[src/rtl/restoring_divider_seq_if.sv]
// Handshake and operand/result bundle for the sequential restoring divider.
// The core issues divides through the master modport; the divider is the slave.
interface restoring_divider_seq_if #(
  parameter int WIDTH = 32
);
  logic             start;
  logic [WIDTH-1:0] dividend;
  logic [WIDTH-1:0] divisor;
  logic             busy;
  logic             done;
  logic [WIDTH-1:0] quotient;
  logic [WIDTH-1:0] remainder;
  logic             div_by_zero;

  modport master (
    output start, dividend, divisor,
    input  busy, done, quotient, remainder, div_by_zero
  );

  modport slave (
    input  start, dividend, divisor,
    output busy, done, quotient, remainder, div_by_zero
  );
endinterface

[src/rtl/restoring_divider_seq.sv]
// Multi-cycle restoring divider: one quotient bit per clock, with divide-by-zero reporting.
// Define DIVIDER_SIGNED_EN for two's-complement operands (truncating division).
module restoring_divider_seq #(
  parameter int WIDTH = 32
) (
  input  logic                    clk,
  input  logic                    r,
  restoring_divider_seq_if.slave  div_if
);

  localparam int CW = $clog2(WIDTH + 1);

  typedef enum logic [1:0] {IDLE, RUN, DONE} state_t;

  state_t           state_q;
  logic [WIDTH-1:0] div_q;
  logic [WIDTH-1:0] rem_q;
  logic [WIDTH-1:0] quo_q;
  logic [CW-1:0]    cnt_q;
  logic [WIDTH-1:0] quotient_q;
  logic [WIDTH-1:0] remainder_q;
  logic             busy_q;
  logic             done_q;
  logic             dbz_q;
`ifdef DIVIDER_SIGNED_EN
  logic             neg_quo_q;
  logic             neg_rem_q;
`endif

  logic [WIDTH:0]   shifted_d;
  logic [WIDTH:0]   trial_d;
  logic [WIDTH-1:0] rem_d;
  logic [WIDTH-1:0] quo_d;
  logic [WIDTH-1:0] res_quo_d;
  logic [WIDTH-1:0] res_rem_d;
  logic [WIDTH-1:0] dbz_rem_d;
  logic [WIDTH-1:0] a_mag_d;
  logic [WIDTH-1:0] b_mag_d;
  logic             accept;

  assign accept = div_if.start && (state_q != RUN);

  // quo_q starts as the dividend and shifts out MSB-first while quotient bits shift in
  always_comb begin
    shifted_d = {rem_q, quo_q[WIDTH-1]};
    trial_d   = shifted_d - {1'b0, div_q};
    if (!trial_d[WIDTH]) begin
      rem_d = trial_d[WIDTH-1:0];
      quo_d = {quo_q[WIDTH-2:0], 1'b1};
    end else begin
      rem_d = shifted_d[WIDTH-1:0];
      quo_d = {quo_q[WIDTH-2:0], 1'b0};
    end
`ifdef DIVIDER_SIGNED_EN
    res_quo_d = neg_quo_q ? (~quo_d + 1'b1) : quo_d;
    res_rem_d = neg_rem_q ? (~rem_d + 1'b1) : rem_d;
    dbz_rem_d = neg_rem_q ? (~quo_q + 1'b1) : quo_q;
    a_mag_d   = div_if.dividend[WIDTH-1] ? (~div_if.dividend + 1'b1) : div_if.dividend;
    b_mag_d   = div_if.divisor[WIDTH-1]  ? (~div_if.divisor + 1'b1)  : div_if.divisor;
`else
    res_quo_d = quo_d;
    res_rem_d = rem_d;
    dbz_rem_d = quo_q;
    a_mag_d   = div_if.dividend;
    b_mag_d   = div_if.divisor;
`endif
  end

  always_ff @(posedge clk or posedge r) begin
    if (r) begin
      state_q     <= IDLE;
      div_q       <= '0;
      rem_q       <= '0;
      quo_q       <= '0;
      cnt_q       <= '0;
      quotient_q  <= '0;
      remainder_q <= '0;
      busy_q      <= 1'b0;
      done_q      <= 1'b0;
      dbz_q       <= 1'b0;
`ifdef DIVIDER_SIGNED_EN
      neg_quo_q   <= 1'b0;
      neg_rem_q   <= 1'b0;
`endif
    end else begin
      done_q <= 1'b0;
      case (state_q)
        RUN: begin
          // A zero divisor magnitude only arises from a zero divisor, so skip the loop
          if (div_q == '0) begin
            quotient_q  <= '1;
            remainder_q <= dbz_rem_d;
            dbz_q       <= 1'b1;
            done_q      <= 1'b1;
            busy_q      <= 1'b0;
            state_q     <= DONE;
          end else begin
            rem_q <= rem_d;
            quo_q <= quo_d;
            cnt_q <= cnt_q - 1'b1;
            if (cnt_q == CW'(1)) begin
              quotient_q  <= res_quo_d;
              remainder_q <= res_rem_d;
              done_q      <= 1'b1;
              busy_q      <= 1'b0;
              state_q     <= DONE;
            end
          end
        end
        default: begin
          if (accept) begin
            div_q     <= b_mag_d;
            quo_q     <= a_mag_d;
            rem_q     <= '0;
            cnt_q     <= CW'(WIDTH);
            busy_q    <= 1'b1;
            dbz_q     <= 1'b0;
            state_q   <= RUN;
`ifdef DIVIDER_SIGNED_EN
            neg_quo_q <= div_if.dividend[WIDTH-1] ^ div_if.divisor[WIDTH-1];
            neg_rem_q <= div_if.dividend[WIDTH-1];
`endif
          end else begin
            state_q <= IDLE;
          end
        end
      endcase
    end
  end

  assign div_if.busy        = busy_q;
  assign div_if.done        = done_q;
  assign div_if.quotient    = quotient_q;
  assign div_if.remainder   = remainder_q;
  assign div_if.div_by_zero = dbz_q;

endmodule

[src/flat_wrapper.sv]
// flat-port wrapper written by rule: the top's interface ports become plain ports
module restoring_divider_seq_flat 
#(
  parameter int WIDTH = 32
)
  (clk, r, div_if_start, div_if_dividend, div_if_divisor, div_if_busy, div_if_done, div_if_quotient, div_if_remainder, div_if_div_by_zero);
  restoring_divider_seq_if #(.WIDTH(WIDTH)) div_if_i ();
  input  logic clk;
  input  logic r;
  input wire logic [$bits(div_if_i.start)-1:0] div_if_start;
  input wire logic [$bits(div_if_i.dividend)-1:0] div_if_dividend;
  input wire logic [$bits(div_if_i.divisor)-1:0] div_if_divisor;
  output wire logic [$bits(div_if_i.busy)-1:0] div_if_busy;
  output wire logic [$bits(div_if_i.done)-1:0] div_if_done;
  output wire logic [$bits(div_if_i.quotient)-1:0] div_if_quotient;
  output wire logic [$bits(div_if_i.remainder)-1:0] div_if_remainder;
  output wire logic [$bits(div_if_i.div_by_zero)-1:0] div_if_div_by_zero;
  assign div_if_i.start = div_if_start;
  assign div_if_i.dividend = div_if_dividend;
  assign div_if_i.divisor = div_if_divisor;
  assign div_if_busy = div_if_i.busy;
  assign div_if_done = div_if_i.done;
  assign div_if_quotient = div_if_i.quotient;
  assign div_if_remainder = div_if_i.remainder;
  assign div_if_div_by_zero = div_if_i.div_by_zero;
  restoring_divider_seq #(.WIDTH(WIDTH)) u_core (.clk(clk), .r(r), .div_if(div_if_i));
endmodule
[config.mk]
export PLATFORM = sky130hd
export DESIGN_NAME = restoring_divider_seq_flat
export DESIGN_NICKNAME = d
export VERILOG_FILES = /design/src/rtl/restoring_divider_seq_if.sv /design/src/rtl/restoring_divider_seq.sv /design/src/flat_wrapper.sv
export SDC_FILE = /design/constraint.sdc
export NUM_CORES = 1
export LEC_CHECK = 0
export CAP_MARGIN = 0
export CORE_MARGIN = 3
export CORE_UTILIZATION = 50
export CTS_CLUSTER_SIZE = 40
export DETAILED_ROUTE_END_ITERATION = 10
export PLACE_DENSITY = 0.76
export SLEW_MARGIN = 40
export SYNTH_ARGS = -nofsm -noshare
export SYNTH_HDL_FRONTEND = slang
export SYNTH_SLANG_ARGS = --single-unit
[constraint.sdc]
create_clock -name clk -period 7 [get_ports clk]
set_input_delay 2.1 -clock clk [delete_from_list [all_inputs] [get_ports clk]]
set_output_delay 2.1 -clock clk [all_outputs]
set_load 0.1 [all_outputs]
==> results of run 1 <==
[cells in the mapped netlist (all sizes together) (3+ instances only)]
cell	n	area (um^2)
a211oi	3	27.5
a21o	6	45.0
a21oi	81	417
a22o	5	43.8
a22oi	4	30.0
and2	3	18.8
and3	3	18.8
buf	15	83.8
clkbuf	42	159
dfrtp	171	4280
ha	34	425
inv	46	173
mux2i	35	350
nand2	197	739
nand2b	7	43.8
nand3	49	245
nand4	6	37.5
nor2	53	201
nor2b	5	31.3
nor3	6	30.0
nor4	11	68.8
o211ai	6	58.8
o21a	8	60.1
o21ai	147	739
o21bai	3	22.5
o22a	4	35.0
o22ai	4	31.3
o31ai	7	67.6
or2	4	25.0
or3	19	119
xnor2	16	140
xor2	17	149
[kinds of logic (layout without fill, tap and decap cells)]
logic type	count (synthesis)	in the layout	synth area share (%)
muxes	36	36	3.95
DFF	171	171	46.8
adders and majority gates	35	35	4.87
buffers and inverters	103	225	4.54
AOI/OAI and AO/OA	296	296	19.0
xor gates and xnor gates	33	33	3.16
and+or+nand+nor	367	367	17.7
[final cells by class]
| type | instances | area, um^2 |
|---|---|---|
| multi-input combinational | 767 | 4490 |
| inverter | 46 | 178 |
| tap | 225 | 282 |
| timing repair buffer | 148 | 1120 |
| fill | 1515 | 6640 |
| clock buffer | 20 | 457 |
| sequential | 171 | 4280 |
| clock inverter | 11 | 155 |
[registers in the layout, indices dropped and copies added (netlist names)]
name	flops
u_core.dbz_rem_d	32
u_core.div_if.quotient	32
u_core.div_if.remainder	32
u_core.div_q	32
u_core.rem_q	32
u_core.cnt_q	6
u_core.state_q	2
u_core.div_if.busy	1
u_core.div_if.div_by_zero	1
u_core.div_if.done	1
[metal layers]
metal / share of wire (%) / vias to the layer above / wire length (um)
met2: 43 / 292 / 10300
li1: - / 3843 / -
met5: 0 / - / 0
met4: 1.6 / 0 / 390
met1: 47 / 3734 / 11200
met3: 8.6 / 27 / 2060
[worst max-delay path by stage]
stage,depth (start not counted),slack (ns),end
floorplan,1,0.27,u_core.cnt_q[0]$_DFFE_PP0P_
global placement,4,2.67,u_core.dbz_rem_d[23]$_DFFE_PP0P_
detailed placement,5,3.00,u_core.dbz_rem_d[29]$_DFFE_PP0P_
CTS,13,3.14,u_core.div_if.remainder[16]$_DFFE_PP0P_
global route,13,2.94,u_core.div_if.remainder[16]$_DFFE_PP0P_
finish,13,3.12,u_core.div_if.remainder[16]$_DFFE_PP0P_
[per-stage QoR]
step	utilization [%]	hold WS [ns]
4_1_cts	62.3	0.496
5_1_grt	62.3	0.518
6_report	62.3	0.492
3_3_place_gp	60.5	0.475
2_1_floorplan	-	0.471
3_5_place_dp	58.8	0.475
[critical path, cell delays in order (launching register included)]
cell,delay [ns]
dfrtp_1,0.43
inv_1,0.07
ha_1,0.22
fa_1,0.39
nand2b_1,0.19
a21oi_1,0.26
o211ai_1,0.20
a31oi_1,0.46
o2111ai_1,0.22
o211ai_4,0.10
buf_4,0.56
mux2i_1,0.21
o21ai_0,0.32
o21a_1,0.17
==> results.sh, run 1 <==
export IMPL_io_pins=134
export IMPL_final_setup_tns_ns=0
export IMPL_clk_path_buf_depth=2
export IMPL_dieWidth_um=141
export IMPL_fin_cells=1388
export IMPL_worst_setup_path_end_kind="flip-flop"
export IMPL_ys_seq_area_share_pct=46.8
export IMPL_fin_crit_sh_pct=55.4
export IMPL_cts_hold_buf=0
export IMPL_cp_max_fo=63
export IMPL_synth_edff_count=0
export IMPL_syn_avg_cell_area_um2=8.79
export IMPL_cts_htree_levels=4
export IMPL_wl_um=24000
export IMPL_grt_met3_usage_pct=6.24
export IMPL_viasPerCell=5.69
export IMPL_gp_congestion=0.868
export IMPL_arrival_ns=4.25
export IMPL_synthDistinctLibCells=64
export IMPL_cts_tree="done"
export IMPL_post_drt_wl_per_cell_um=17.3
export IMPL_antenna_found_initial=0
export IMPL_grt_overflow=0
export IMPL_core_mm2=0.0176
export IMPL_setup_worst_path_class="flip-flop to flip-flop"
export IMPL_max_slew_margin_pct=53.7
export IMPL_grt_pass1_vias=7648
export IMPL_cts_sinks=171
export IMPL_cts_buffers=17
export IMPL_drive_gt1_share_pct=11.6
export IMPL_syn_inst=1041
export IMPL_clock_fmax_mhz=258
export IMPL_final_common_cell="nand2_1"
export IMPL_async_flop_share_pct=100
export IMPL_clk_latency_ns=0.43
export IMPL_dr_pass1_iters=5
export IMPL_cp_startpoint="u_core.dbz_rem_d[31]$_DFFE_PP0P_"
export IMPL_synth_seq_cells=171
export IMPL_whs_path_depth=1
export IMPL_cp_required_ns=7.37
export IMPL_postRouteAntennaNets=0
export IMPL_syn_cell_area_mm2=0.00915
export IMPL_post_place_ws_ns=3.00
export IMPL_maxCapViolations=0
export IMPL_period_needed_ns=3.88
export IMPL_r2r_start="u_core.dbz_rem_d[31]$_DFFE_PP0P_"
export IMPL_setup_viol_count_final=0
export IMPL_r2r_slack_ns=3.12
export IMPL_drt_iter0_markers=753
export IMPL_timing_rr_end="u_core.div_if.remainder[16]$_DFFE_PP0P_"
export IMPL_layout_common_cells="nand2_1, dfrtp_1, o21ai_0"
export IMPL_path_clk_slew_ns=0.07
export IMPL_synthFlopType="dfrtp_1"
export IMPL_fp_dieArea_mm2=0.0200
export IMPL_worst_setup_path_start_kind="flip-flop"
export IMPL_fin_area_mm2=0.0110
export IMPL_vias=7896
export IMPL_gr_max_usage_layer="met1"
export IMPL_io_buffers=133
export IMPL_grt_pass1_wl_um=39800
export IMPL_finalHoldViolations=0
export IMPL_n_antenna_cell=0
export IMPL_outcome="finished clean"
export IMPL_setup_ws_ns=3.12
export IMPL_start_util_pct=52.0
export IMPL_drc=0
export IMPL_holdPathEnd="u_core.div_if.remainder[22]$_DFFE_PP0P_"
export IMPL_reg2regPathDepth=13
export IMPL_dpl_cell_area_mm2=0.0103
export IMPL_skew_ns=0.0114
export IMPL_die_h_um=141
export IMPL_slew_violations=0
export IMPL_grt_use_met1_pct=37.0
export IMPL_cts_repair_resized=0
export IMPL_area_growth_synth_to_final_pct=19.8
export IMPL_nNetsFinal=1253
export IMPL_min_from="u_core.div_if.remainder[22]$_DFFE_PP0P_"
export IMPL_yosys_warnings=0
export IMPL_rsz0062_at_grt="no"
export IMPL_track_usage_pct=24.8
export IMPL_grt_start_max_net_pins=79
export IMPL_grt_util_met2_pct=36.6
export IMPL_place_inst=1357
export IMPL_dp_hpwl_um=17400
export IMPL_syn_nets=1143
export IMPL_root_buffer="clkbuf_16"
export IMPL_hp_class="flip-flop to flip-flop"
export IMPL_worst_slew_pin_slew_ns=0.694
export IMPL_rows=48
export IMPL_cts_setup_buffers=0
Power of run 1 is left out: the tool's default activity adds up to more than one toggle a clock period on the data nets, which glitch-free logic cannot reach.
==> inputs of run 2 (changes only) <==
clock period = 3.52 ns   (was 7 ns; I/O delays follow)
==> results.sh, run 2 (synthesis results as in run 1) <==
export IMPL_n_antenna_cell=0
export IMPL_grt_overflow=0
export IMPL_post_drt_wl_per_cell_um=18.5
export IMPL_clk_path_buf_depth=2
export IMPL_cp_max_fo=6
export IMPL_viasPerCell=5.73
export IMPL_clock_fmax_mhz=289
export IMPL_postRouteAntennaNets=0
export IMPL_root_buffer="clkbuf_16"
export IMPL_wl_um=26100
export IMPL_drc=0
export IMPL_crit_chain="inv_1 -> ha_1 -> fa_1 -> nand2b_1 -> a21oi_2 -> o211ai_1 -> a31oi_1 -> buf_4 -> o2111ai_1 -> o211ai_4 -> buf_4 -> mux2i_1 -> o21ai_1 -> o21a_1"
export IMPL_crit_family="compound AO/OA/AOI/OAI gates"
export IMPL_cts_tree="done"
export IMPL_die_h_um=141
export IMPL_drt_iter0_markers=771
export IMPL_fin_crit_sh_pct=98.3
export IMPL_slowest_stage="dfrtp_1"
export IMPL_fp_dieArea_mm2=0.0200
export IMPL_io_buffers=133
export IMPL_grt_pass1_wl_um=41100
export IMPL_fin_cells=1410
export IMPL_final_common_cell="nand2_1"
export IMPL_setup_ws_ns=0.0593
export IMPL_whs_path_depth=2
export IMPL_cts_buffers=17
export IMPL_r2r_slack_ns=0.06
export IMPL_drive_gt1_share_pct=13.2
export IMPL_cts_sinks=171
export IMPL_hp_class="flip-flop to flip-flop"
export IMPL_worst_slew_pin_slew_ns=0.890
export IMPL_layout_common_cells="nand2_1, dfrtp_1, o21ai_0"
export IMPL_core_mm2=0.0176
export IMPL_dp_hpwl_um=18900
export IMPL_place_inst=1373
export IMPL_dieWidth_um=141
export IMPL_final_setup_tns_ns=0
export IMPL_start_util_pct=52.0
export IMPL_endpoint="u_core.div_if.remainder[22]$_DFFE_PP0P_"
export IMPL_maxCapViolations=0
export IMPL_vias=8078
export IMPL_io_pins=134
export IMPL_track_usage_pct=26.0
export IMPL_reg2regPathDepth=14
export IMPL_gp_congestion=0.956
export IMPL_arrival_ns=3.79
export IMPL_setup_viol_count_final=0
export IMPL_cp_startpoint="u_core.dbz_rem_d[31]$_DFFE_PP0P_"
export IMPL_rows=48
export IMPL_nNetsFinal=1275
export IMPL_path_common_cell="buf_4"
export IMPL_cp_depth=14
export IMPL_rsz0062_at_grt="yes"
export IMPL_worst_setup_path_end_kind="flip-flop"
export IMPL_timing_rr_end="u_core.div_if.remainder[22]$_DFFE_PP0P_"
export IMPL_clk_latency_ns=0.43
export IMPL_post_place_ws_ns=0.0378
export IMPL_period_needed_ns=3.46
export IMPL_cts_hold_buf=0
export IMPL_path_buf_inv=3
export IMPL_cts_htree_levels=4
export IMPL_area_growth_synth_to_final_pct=24.3
export IMPL_slew_violations=0
export IMPL_antenna_found_initial=0
export IMPL_max_slew_margin_pct=40.1
export IMPL_worst_setup_path_start_kind="flip-flop"
export IMPL_dr_pass1_iters=5
export IMPL_slowest_delay_ns=0.42
export IMPL_finalHoldViolations=0
export IMPL_grt_start_max_net_pins=65
export IMPL_cp_required_ns=3.85
export IMPL_path_clk_slew_ns=0.07
export IMPL_grt_pass1_vias=7649
export IMPL_r2r_start="u_core.dbz_rem_d[31]$_DFFE_PP0P_"
export IMPL_skew_ns=0.0111
export IMPL_outcome="finished clean"
export IMPL_setup_worst_path_class="flip-flop to flip-flop"
run 2: changes by cell type in the layout (fill, tap and decap cells not counted), sizes merged:
cell | previous run | this run
buf | 82 | 102
bufinv | 2 | 3
clkbuf | 20 | 19
clkinv | 3 | 2
clkinvlp | 1 | 2
o211ai | 6 | 8
run 2: repair_timing:
action / in CTS / in global routing
endpoints found under the setup margin: 0 / 47
setup buffers: 0 / 4
gates resized for setup: 0 / 3
run 2: how the worst min path moves through the flow:
stage                                            startpoint                                 endpoint  slack (ns)
finish              u_core.div_if.remainder[28]$_DFFE_PP0P_  u_core.div_if.remainder[28]$_DFFE_PP0P_        0.50
global route        u_core.div_if.remainder[28]$_DFFE_PP0P_  u_core.div_if.remainder[28]$_DFFE_PP0P_        0.52
CTS                   u_core.div_if.quotient[5]$_DFFE_PP0P_    u_core.div_if.quotient[5]$_DFFE_PP0P_        0.50
detailed placement   u_core.div_if.quotient[25]$_DFFE_PP0P_   u_core.div_if.quotient[25]$_DFFE_PP0P_        0.48
global placement     u_core.div_if.remainder[1]$_DFFE_PP0P_   u_core.div_if.remainder[1]$_DFFE_PP0P_        0.48
floorplan                       u_core.div_q[0]$_DFFE_PP0P_              u_core.div_q[0]$_DFFE_PP0P_        0.47
run 2: area by class of cell:
type / instances / area, um^2
Multi-Input combinational cell: 769 / 4510
Timing Repair Buffer: 168 / 1490
Inverter: 46 / 176
Tap cell: 225 / 282
Sequential cell: 171 / 4280
Clock inverter: 12 / 175
Clock buffer: 19 / 453
Fill cell: 1484 / 6230
run 2: through the flow:
step           utilization, %  cell area (um^2)  hold WS, ns
5_1_grt                  64.6             11400        0.520
4_1_cts                  64.3             11300        0.501
2_1_floorplan               -              9150        0.471
3_5_place_dp             60.7             10700        0.482
3_3_place_gp             60.7             10700        0.482
6_report                 64.6             11400        0.495
run 2: worst register-to-register path: stages (launching register included):
cell	delay [ns]
dfrtp_1	0.42
inv_1	0.07
ha_1	0.22
fa_1	0.42
nand2b_1	0.21
a21oi_2	0.20
o211ai_1	0.16
a31oi_1	0.20
buf_4	0.16
o2111ai_1	0.29
o211ai_4	0.29
buf_4	0.18
mux2i_1	0.32
o21ai_1	0.10
o21a_1	0.11
run 2: layer usage:
metal | GRT usage [%] | wire, um | vias up
li1 | - | - | 3896
met1 | 39.9 | 12100 | 3790
met2 | 37.0 | 11300 | 369
met3 | 6.91 | 2350 | 23
met4 | 5.51 | 312 | 0
met5 | 0 | 0 | -
Power of run 2 is left out for the same reason.
==> inputs of run 3 (changes only) <==
TNS_END_PERCENT = 30   (was not set)
==> results of run 3 <==
Same layout as run 2: the final DEF is identical, and so are final timing and power.
Power of run 3 is left out for the same reason.
